`config.mk`:
```
export PLATFORM = sky130hd
export DESIGN_NAME = queue_enq_arbiter
export DESIGN_NICKNAME = d
export VERILOG_FILES = /design/src/rtl/queue_arb_pkg.sv /design/src/rtl/rr_pick.sv /design/src/rtl/queue_enq_arbiter.sv
export SDC_FILE = /design/constraint.sdc
export NUM_CORES = 1
export LEC_CHECK = 0
export ABC_AREA = 1
export CELL_PAD_IN_SITES_DETAIL_PLACEMENT = 0
export CELL_PAD_IN_SITES_GLOBAL_PLACEMENT = 1
export CORE_MARGIN = 4
export CORE_UTILIZATION = 41
export CTS_BUF_LIST = sky130_fd_sc_hd__clkbuf_4
export CTS_CLUSTER_DIAMETER = 120
export DETAILED_ROUTE_END_ITERATION = 10
export DONT_BUFFER_PORTS = 1
export PLACE_DENSITY = 0.95
export SKIP_CTS_REPAIR_TIMING = 1
export SLEW_MARGIN = 20
export SYNTH_ARGS = -nofsm -noshare
export SYNTH_HDL_FRONTEND = slang
export SYNTH_HIERARCHICAL = 1
export SYNTH_SLANG_ARGS = --single-unit
```
`constraint.sdc`:
```
create_clock -name clk -period 6.6 [get_ports clk]
set_clock_uncertainty 0.1 [all_clocks]
set_input_delay 1.98 -clock clk [delete_from_list [all_inputs] [get_ports clk]]
set_output_delay 1.98 -clock clk [all_outputs]
set_load 0.005 [all_outputs]
```
`src/rtl/queue_arb_pkg.sv`:
```
// Shared types and default sizing for the queue enqueue arbiter.
package queue_arb_pkg;

  typedef enum logic {
    IDLE   = 1'b0,
    LOCKED = 1'b1
  } arb_state_t;

  localparam int unsigned default_num_reqs   = 4;
  localparam int unsigned default_data_width = 32;

endpackage

```
`src/rtl/rr_pick.sv`:
```
// Combinational round-robin pick: first set request at or above prio_ptr, wrapping to 0.
module rr_pick #(
  parameter int num_reqs = 4,
  parameter int id_width = $clog2(num_reqs)
) (
  input  logic [num_reqs-1:0] req,
  input  logic [id_width-1:0] prio_ptr,
  output logic [id_width-1:0] idx,
  output logic                any
);

  int p;

  // Walk offsets from farthest to nearest so the nearest hit wins.
  always_comb begin
    idx = '0;
    any = 1'b0;
    p   = 0;
    for (int k = num_reqs - 1; k >= 0; k--) begin
      p = int'(prio_ptr) + k;
      if (p >= num_reqs) p = p - num_reqs;
      if (req[p]) begin
        idx = id_width'(p);
        any = 1'b1;
      end
    end
  end

endmodule

```
`src/rtl/queue_enq_arbiter.sv`:
```
// N-to-1 enqueue arbiter with burst locking and round-robin priority between bursts.
//   state  | meaning
//   IDLE   | no owner; round-robin pick from prio_ptr among valid requesters
//   LOCKED | owner holds the queue until it transfers its last beat
module queue_enq_arbiter
  import queue_arb_pkg::*;
#(
  parameter int num_reqs   = default_num_reqs,
  parameter int data_width = default_data_width,
  parameter int id_width   = $clog2(num_reqs)
) (
  input  logic                                 clk,
  input  logic                                 reset,
  input  logic [num_reqs-1:0]                  in_val,
  input  logic [num_reqs-1:0]                  in_last,
  input  logic [num_reqs-1:0][data_width-1:0]  in_msg,
  output logic [num_reqs-1:0]                  in_rdy,
  output logic                                 out_en,
  input  logic                                 out_rdy,
  output logic [data_width-1:0]                out_msg,
  output logic [id_width-1:0]                  grant_id,
  output logic                                 locked
);

  arb_state_t          state, state_nxt;
  logic [id_width-1:0] owner, owner_nxt;
  logic [id_width-1:0] prio_ptr, prio_ptr_nxt;
  logic [id_width-1:0] pick_idx, winner;
  logic                pick_any, win_val, xfer;

  function automatic logic [id_width-1:0] inc_wrap(input logic [id_width-1:0] x);
    return (x == id_width'(num_reqs - 1)) ? '0 : x + 1'b1;
  endfunction

  rr_pick #(
    .num_reqs (num_reqs),
    .id_width (id_width)
  ) u_rr_pick (
    .req      (in_val),
    .prio_ptr (prio_ptr),
    .idx      (pick_idx),
    .any      (pick_any)
  );

  assign winner  = (state == LOCKED) ? owner : pick_idx;
  assign win_val = in_val[winner];
  // Outputs are gated by reset directly so they drop the instant reset asserts.
  assign xfer    = reset & out_rdy & win_val;
  assign out_en  = xfer;
  assign out_msg = in_msg[winner];
  assign locked  = reset & (state == LOCKED);

  always_comb begin
    in_rdy = '0;
    if (xfer) in_rdy[winner] = 1'b1;
  end

  always_comb begin
    grant_id = '0;
    if (reset) grant_id = ((|in_val) || (state == LOCKED)) ? winner : owner;
  end

  always_comb begin
    state_nxt    = state;
    owner_nxt    = owner;
    prio_ptr_nxt = prio_ptr;
    unique case (state)
      IDLE: begin
        if (xfer) begin
          owner_nxt = winner;
          if (in_last[winner]) prio_ptr_nxt = inc_wrap(winner);
          else                 state_nxt    = LOCKED;
        end
      end
      LOCKED: begin
        if (xfer && in_last[owner]) begin
          state_nxt    = IDLE;
          prio_ptr_nxt = inc_wrap(owner);
        end
      end
      default: state_nxt = IDLE;
    endcase
  end

  always_ff @(posedge clk or negedge reset) begin
    if (!reset) begin
      state    <= IDLE;
      owner    <= '0;
      prio_ptr <= '0;
    end else begin
      state    <= state_nxt;
      owner    <= owner_nxt;
      prio_ptr <= prio_ptr_nxt;
    end
  end

endmodule

```
**Word-level counts from Yosys, hierarchy flattened**

Index checks and enable logic that the tools add are counted.

- Input bits: 139
- Word-level logic and storage cells: 82
- Bits in registers: 5
- Output and inout bits: 40

- Muxes and demuxes: 44
- Reduce and logical (&&, ||, !) cells: 6
- Bitwise operators: 4
- Equal/unequal tests: 5
- Add/sub/neg operators: 9
- Magnitude comparators: 11

Operators by type and width:

| operator | count |
|---|---|
| $mux W32 | 5 |
| $lt A32 B4 Y1 const B | 4 |
| $ge A32 B4 Y1 const B | 3 |
| $sub A32 B4 Y32 const B | 3 |
| $bmux W32 S2 | 1 |
| $mux W2 | 12 |
| $mux W1 | 15 |
| $bmux W1 S2 | 7 |
| $add A2 B2 Y3 const B | 2 |
| $lt A2 B3 Y1 const B | 2 |
| $add A2 B1 Y2 const B | 2 |
| $eq A2 B2 Y1 const B | 2 |
| $mux W4 | 1 |
| $ne A2 B2 Y1 const B | 2 |
| $pmux W2 S2 | 1 |
| $reduce_or A4 Y1 | 1 |
| $sub A2 B3 Y4 const B | 1 |
| $add A2 B1 Y3 const B | 1 |
| $and A1 B1 Y1 | 3 |
| $ge A2 B3 Y1 const B | 1 |
| $reduce_and A3 Y1 | 1 |
| $demux W1 S2 | 1 |
| $ge A2 B1 Y1 const B | 1 |
| $logic_and A1 B1 Y1 | 2 |
| 5 further kinds | 5 |

**Longest topological paths before layout**

Gate-level depths: netlist of run 1.

- Depth in word-level cells: 17
- Depth in mapped cells: 19

**Modules after synthesis**

The synthesis of run 1 kept the hierarchy.

Modules (own cells, without submodules):

| module | seq. area each (µm²) | area an instance (µm²) | cells an instance | times used |
|---|---|---|---|---|
| queue_enq_arbiter | 125.1 | 1490.2 | 279 | 1 |
| rr_pick | 0.0 | 215.2 | 44 | 1 |

**Least setup slack after synthesis of run 1**

No wires, ideal clock.

- Path kind: input-to-output
- Start: input in_val[1]
- End: output in_rdy[3]
- Cell stages on the path: 15
- Arrival: 3.350 ns
- Buffers on the path: 2
- Setup slack: 1.170 ns
- Cell sequence: inv_1 -> nand2_1 -> and2_4 -> nand2_2 -> nand2_2 -> inv_2 -> nand3_1 -> nand2_1 -> nand2_4 -> nand2_4 -> buf_6 -> buf_2 -> ha_1 -> inv_1 -> nor2_1

- Longest elaborated chain between the ends: 13
- Elaborated cells between the ends (all ways): 26
- Those cells by class: 2 x order compare; 22 x mux; 1 x bitwise; 1 x reduce/logical

RTL lines:

| item | RTL line | source |
|---|---|---|
| from (decl) | queue_enq_arbiter.sv:14 | `input logic [num_reqs-1:0] in_val,` |
| $bmux W1 S2 | rr_pick.sv:22 | `if (req[p]) begin` |
| $mux W1 (not written as such) (2 in series) | rr_pick.sv:22 |  |
| $mux W2 (3 in series) | rr_pick.sv:22 |  |
| $mux W2 * | rr_pick.sv:22 |  |
| via pick_idx[0] | queue_enq_arbiter.sv:28 | `logic [id_width-1:0] pick_idx, winner;` |
| $mux W2 * | queue_enq_arbiter.sv:45 | `assign winner = (state == LOCKED) ? owner : pick_idx;` |
| via winner[0] | queue_enq_arbiter.sv:28 |  |
| $lt A2 B3 Y1 (not written as such) or $ge A2 B1 Y1 (tied branches) | queue_enq_arbiter.sv:55 | `if (xfer) in_rdy[winner] = 1'b1;` |
| $logic_and A1 B1 Y1 (not written as such) | queue_enq_arbiter.sv:55 |  |
| $mux W1 (not written as such) | queue_enq_arbiter.sv:55 |  |
| $demux W1 S2 | queue_enq_arbiter.sv:55 |  |
| $mux W4 * | queue_enq_arbiter.sv:55 |  |
| to (decl) | queue_enq_arbiter.sv:17 | `output logic [num_reqs-1:0] in_rdy,` |

Mark *: on every way through the listed nets, which the timed path passes. The rest lies on a longest branch. The select of a mux whose other input is x is not followed.

**Worst setup path in the final report of run 1**

- Start: input in_val[1]
- End: output out_msg[18]

- Longest elaborated chain between the ends: 10
- Elaborated cells between the ends (all ways): 19
- Those cells by class: 19 x mux

RTL lines:

| item | RTL line | source |
|---|---|---|
| $bmux W1 S2 | rr_pick.sv:22 |  |
| $mux W1 (not written as such) (2 in series) | rr_pick.sv:22 |  |
| $mux W2 (3 in series) | rr_pick.sv:22 |  |
| $mux W2 * | rr_pick.sv:22 |  |
| via pick_idx[1] | queue_enq_arbiter.sv:28 |  |
| $mux W2 * | queue_enq_arbiter.sv:45 |  |
| $bmux W32 S2 * | queue_enq_arbiter.sv:50 | `assign out_msg = in_msg[winner];` |
| $mux W32 (not written as such) * | queue_enq_arbiter.sv:50 |  |
| to (decl) | queue_enq_arbiter.sv:20 | `output logic [data_width-1:0] out_msg,` |

Marked as above.

==> flow_metrics.tcl, run 1 <==
set metrics [dict create \
    max_stage_delay_ns 0.49 \
    routabilityCongestion 0.8598 \
    die_area_um2 5232 \
    worst_pin_slew_ns 0.5545 \
    crit_type "primary input to primary output" \
    dp_hpwl_um 5020 \
    fillers 452 \
    power_density_nw_per_um2 756.9 \
    die_w_um 72.33 \
    finalSetupViolCount 0 \
    pin_count 179 \
    reg2reg_slack_ns 3.86 \
    period_share_pct 89.24 \
    slowest_stage "inv_2" \
    hold_viol_final 0 \
    numCtsBuffers 3 \
    syn-cell-area_um2 1697 \
    synth_warnings 6 \
    worstPathRequired_ns 4.52 \
    drive_gt1_share_pct 11.11 \
    rows 23 \
    track_usage_pct 22.07 \
    r2r-end "prio_ptr[1]" \
    syn_to_final_growth_pct -0.2951 \
    core_area_um2 4000 \
    fmax_mhz 169.8 \
    avgSynthCellArea_um2 5.285 \
    fin_nets 450 \
    crit_buf_inv 2 \
    routedWlPerCell_um 17.50 \
    antenna_found_initial 0 \
    worstSetupEndpointType "primary output" \
    dr.pass1.iters 5 \
    grt_pass1_vias 1868 \
    min_path_type "flip-flop to flip-flop" \
    whs_path_depth 2 \
    min_to "owner[0]" \
    gr-total-overflow 0 \
    timing.rr.start "prio_ptr[0]" \
    ant_nets 0 \
    die_h_um 72.33 \
    p_leak_uw 0.0007423 \
    fin_crit_ns 5.890 \
    grt_max_degree 53 \
    ff2ff_path_depth 16 \
    crit_chain "inv_1 -> o21ai_1 -> nand2_1 -> nand3_1 -> nand3_1 -> nand2_2 -> nand2_4 -> inv_2 -> o21ai_0 -> o22ai_1" \
    placed_area_um2 1662 \
    rsz0062_at_grt "no" \
    port_buffers 0 \
    max_cap_viol_count 0 \
    n_antenna_cell 0 \
    hp-start "owner[0]" \
    critPathArrivalTime_ns 3.81 \
    syn_nets 464 \
    multiInputGateArea_um2 1324 \
    path_delay_family "compound AO/OA/AOI/OAI gates" \
    status "completed" \
    cts_tree "done" \
    grt_pass1_wl_um 9287 \
    postLayoutCellArea_um2 1692 \
    post-route-drc-count 0 \
    cp-start-kind "primary input" \
    cp_common_cell "nand3_1" \
    cts.sinks 5 \
    regArea_um2 125.1 \
    cts_root_buffer "clkbuf_4" \
    vias_per_cell 6.000 \
    htreeDepth 1 \
    start_util_pct 42.41 \
    fin_tns_setup_ns 0 \
    slew_headroom_pct 62.98 \
    clk_path_buf_depth 2 \
    crit_fanout 39 \
    netlist_instances 321 \
    peakVddDrop_mv 0.2976 \
    clk_latency_ns 0.24 \
    clkTransAtPathRegs_ns 0.04 \
    wl_um 6230 \
    drt_iter0_markers 154 \
    report.final.slew_viol_count 0 \
    num_vias 2136 \
]
==> placed cells by master (no fill, tap or decap), drive strengths merged <==
cell    count
nand2      47
a21oi       5
nor2       73
buf         3
ha          4
clkbuf      4
nand3      26
o211ai      1
a22oi       1
o22ai      32
and2        1
dfrtp       5
inv        30
o21ai      73
nor3        1
==> layer usage <==
metal | GRT usage [%] | routed length, um | vias up
met5 | 0 | 0 | -
li1 | - | - | 1060
met4 | 6.889 | 65 | 0
met1 | 28.63 | 2421 | 958
met3 | 4.294 | 536 | 4
met2 | 36.60 | 3206 | 114
==> worst max-delay path by stage <==
stage / from / depth (start not counted) / endpoint
6_report: in_val[1] / 10 / out_msg[18]
5_1_grt: in_val[1] / 10 / out_msg[8]
4_1_cts: in_val[1] / 14 / in_rdy[2]
3_5_place_dp: in_val[1] / 14 / in_rdy[2]
3_3_place_gp: in_val[1] / 10 / out_msg[8]
2_1_floorplan: in_val[1] / 15 / in_rdy[3]
==> flip-flops by register name, summed over array words and instances, names as in the netlist <==
signal and cells:
owner 2, prio_ptr 2, state 1
==> report_power, final <==
group	leakage [uW]	switching, uW	total, uW	internal (uW)
clock	0.0000184	13.1	40.1	27.0
sequential	0.0000625	28.3	73.1	44.8
combinational	0.000661	808	1170	359
==> layout make-up <==
class | instances | share of cell area (%)
Tap cell | 50 | 3.698
Timing Repair Buffer | 3 | 2.071
Inverter | 30 | 6.805
Multi-Input combinational cell | 264 | 78.25
Sequential cell | 5 | 7.396
Clock buffer | 4 | 1.775
==> worst min-delay path: cells and delay by family (launching register included) <==
kind               cells  cell delay [ns]
DFF                    1             0.41
and+or+nand+nor        1             0.07
AOI/OAI and AO/OA      1             0.06
==> stage by stage <==
stage                     total power (uW)  utilization (%)  instances  hold WS, ns  setup WS, ns
after detailed placement              1243            41.54        352       0.4593        0.7145
final                                 1280            42.29        356       0.4727        0.7103
after CTS                             1286            42.29        356       0.4707        0.6914
after global placement                1223            41.54        352       0.4452        0.7047
after floorplan                       1074                -        321       0.3635         1.170
after global routing                  1443            42.29        356       0.5442        0.4889
(Power assumes the default switching activity.)
==> inputs of run 2 (changes only) <==
- CORE_UTILIZATION: 41 -> 40
- CTS_BUF_LIST: sky130_fd_sc_hd__clkbuf_4 -> unset
==> run 2 against run 1 <==
First-iteration DRC count is 8.4% higher. Die area is 2.2% higher. Utilization hardly changed. Setup slack worse by 0.074 ns. Global-route usage is 1.1 points higher. Largest power group unchanged.
==> flow_metrics.tcl, run 2 (synthesis gave the netlist of run 1 again) <==
set metrics [dict create \
    numCtsBuffers 3 \
    min_path_type "flip-flop to flip-flop" \
    dp_slack_ns 0.6295 \
    cp_common_cell "nand2_1" \
    port_buffers 0 \
    crit_buf_inv 4 \
    clk_path_buf_depth 2 \
    wl_um 6430 \
    fin_ws_ns 0.6360 \
    pin_count 179 \
    crit_type "primary input to primary output" \
    core_area_um2 4058 \
    peakVddDrop_mv 0.4130 \
    worst_pin_slew_ns 0.5861 \
    gr-total-overflow 0 \
    status "completed" \
    ant_nets 0 \
    rsz0062_at_grt "no" \
    setup.worst_path.start "in_val[1]" \
    cts.sinks 5 \
    instances_no_fill 357 \
    fin_crit_ns 5.964 \
    fmax_mhz 167.7 \
    ff2ff_path_depth 16 \
    die_h_um 73.13 \
    slew_headroom_pct 60.87 \
    dp.cells 353 \
    fin_util_pct 42.24 \
    period_share_pct 90.36 \
    routedWlPerCell_um 18.01 \
    routabilityCongestion 0.9450 \
    htreeDepth 1 \
    vias_per_cell 6.112 \
    critPathArrivalTime_ns 3.88 \
    hold_viol_final 0 \
    cp-start-kind "primary input" \
    grt_pass1_wl_um 9963 \
    p_leak_uw 0.0007512 \
    power.total_uw 1315 \
    timing.rr.start "prio_ptr[0]" \
    path_delay_family "simple AND/OR/NAND/NOR gates" \
    syn_to_final_growth_pct 1.032 \
    n_antenna_cell 0 \
    worstPathRequired_ns 4.52 \
    post-route-drc-count 0 \
    fin_tns_setup_ns 0 \
    whs_path_depth 2 \
    reg2reg_slack_ns 3.73 \
    dr.pass1.iters 6 \
    finalSetupViolCount 0 \
    drive_gt1_share_pct 11.07 \
    fin_nets 451 \
    r2r-end "prio_ptr[1]" \
    antenna_found_initial 0 \
    layout_commonest_cell "nor2_1" \
    power_density_nw_per_um2 766.9 \
    grt_pass1_vias 2006 \
    layout_common_cells "nor2_1, o21ai_0, nand2_1, o22ai_1, nand3_1" \
    cts_tree "done" \
    max_cap_viol_count 0 \
    track_usage_pct 23.14 \
    top_regs "owner x2, prio_ptr x2, state x1" \
    num_vias 2182 \
    clkTransAtPathRegs_ns 0.03 \
    min_to "owner[0]" \
    report.final.slew_viol_count 0 \
    slowest_stage "inv_2" \
    rows 23 \
    max_stage_delay_ns 0.37 \
    dp_hpwl_um 5121 \
    crit_chain "inv_1 -> nand2_1 -> and2_4 -> nand2_2 -> nand2_2 -> inv_2 -> nand2_1 -> nand2_1 -> nand2_1 -> nand2_4 -> nand2_4 -> inv_2 -> buf_12 -> o21ai_0 -> o22ai_1" \
    crit_fanout 31 \
    cts_root_buffer "clkbuf_8" \
    die_w_um 73.13 \
    hp-start "owner[0]" \
    clk_latency_ns 0.23 \
    die_area_um2 5347 \
    grt_max_degree 43 \
    worstSetupEndpointType "primary output" \
    drt_iter0_markers 167 \
    start_util_pct 41.81 \
]
[run 2: through the flow]
| step | hold slack, ns | cell area, um^2 |
|---|---|---|
| finish | 0.4704 | 1714 |
| global route | 0.5308 | 1714 |
| CTS | 0.4632 | 1714 |
| detailed placement | 0.4551 | 1669 |
| global placement | 0.4354 | 1669 |
| floorplan | 0.3635 | 1697 |
[run 2: per-layer routing]
| metal | vias to the layer above | share of wire [%] | track usage [%] | wire [um] |
|---|---|---|---|---|
| met4 | 0 | 1.7 | 5.943 | 110 |
| met2 | 133 | 51 | 37.93 | 3267 |
| met1 | 970 | 38 | 28.97 | 2433 |
| li1 | 1059 | - | - | - |
| met3 | 20 | 9.6 | 7.576 | 619 |
| met5 | - | 0 | 0 | 0 |
[run 2: cell type report]
cell class	count	area, um^2
clock buffers	4	45.04
repair buffers	4	42.54
multi-input cells	264	1324
flip-flops and latches	5	125.1
well taps	50	62.56
inverters	30	115.1
fillers	453	2344
[run 2: tightest hold or removal path, stage by stage, from the launching register on]
cell and delay, ns:
dfrtp_1 0.40, nand2_1 0.07, o21ai_0 0.06
[run 2: worst max-delay path by stage]
stage / slack, ns / depth (start not counted) / to
floorplan: 1.17 / 15 / in_rdy[3]
global placement: 0.66 / 15 / out_msg[26]
detailed placement: 0.63 / 15 / out_msg[26]
CTS: 0.62 / 15 / out_msg[26]
global route: 0.35 / 13 / out_msg[26]
finish: 0.64 / 15 / out_msg[26]
[run 2: where the power goes]
group          total [uW]  switching (uW)  internal (uW)
Combinational        1180             817            366
Sequential           74.1            29.2           44.9
Clock                57.6            16.0           41.5
Total                1310             862            453
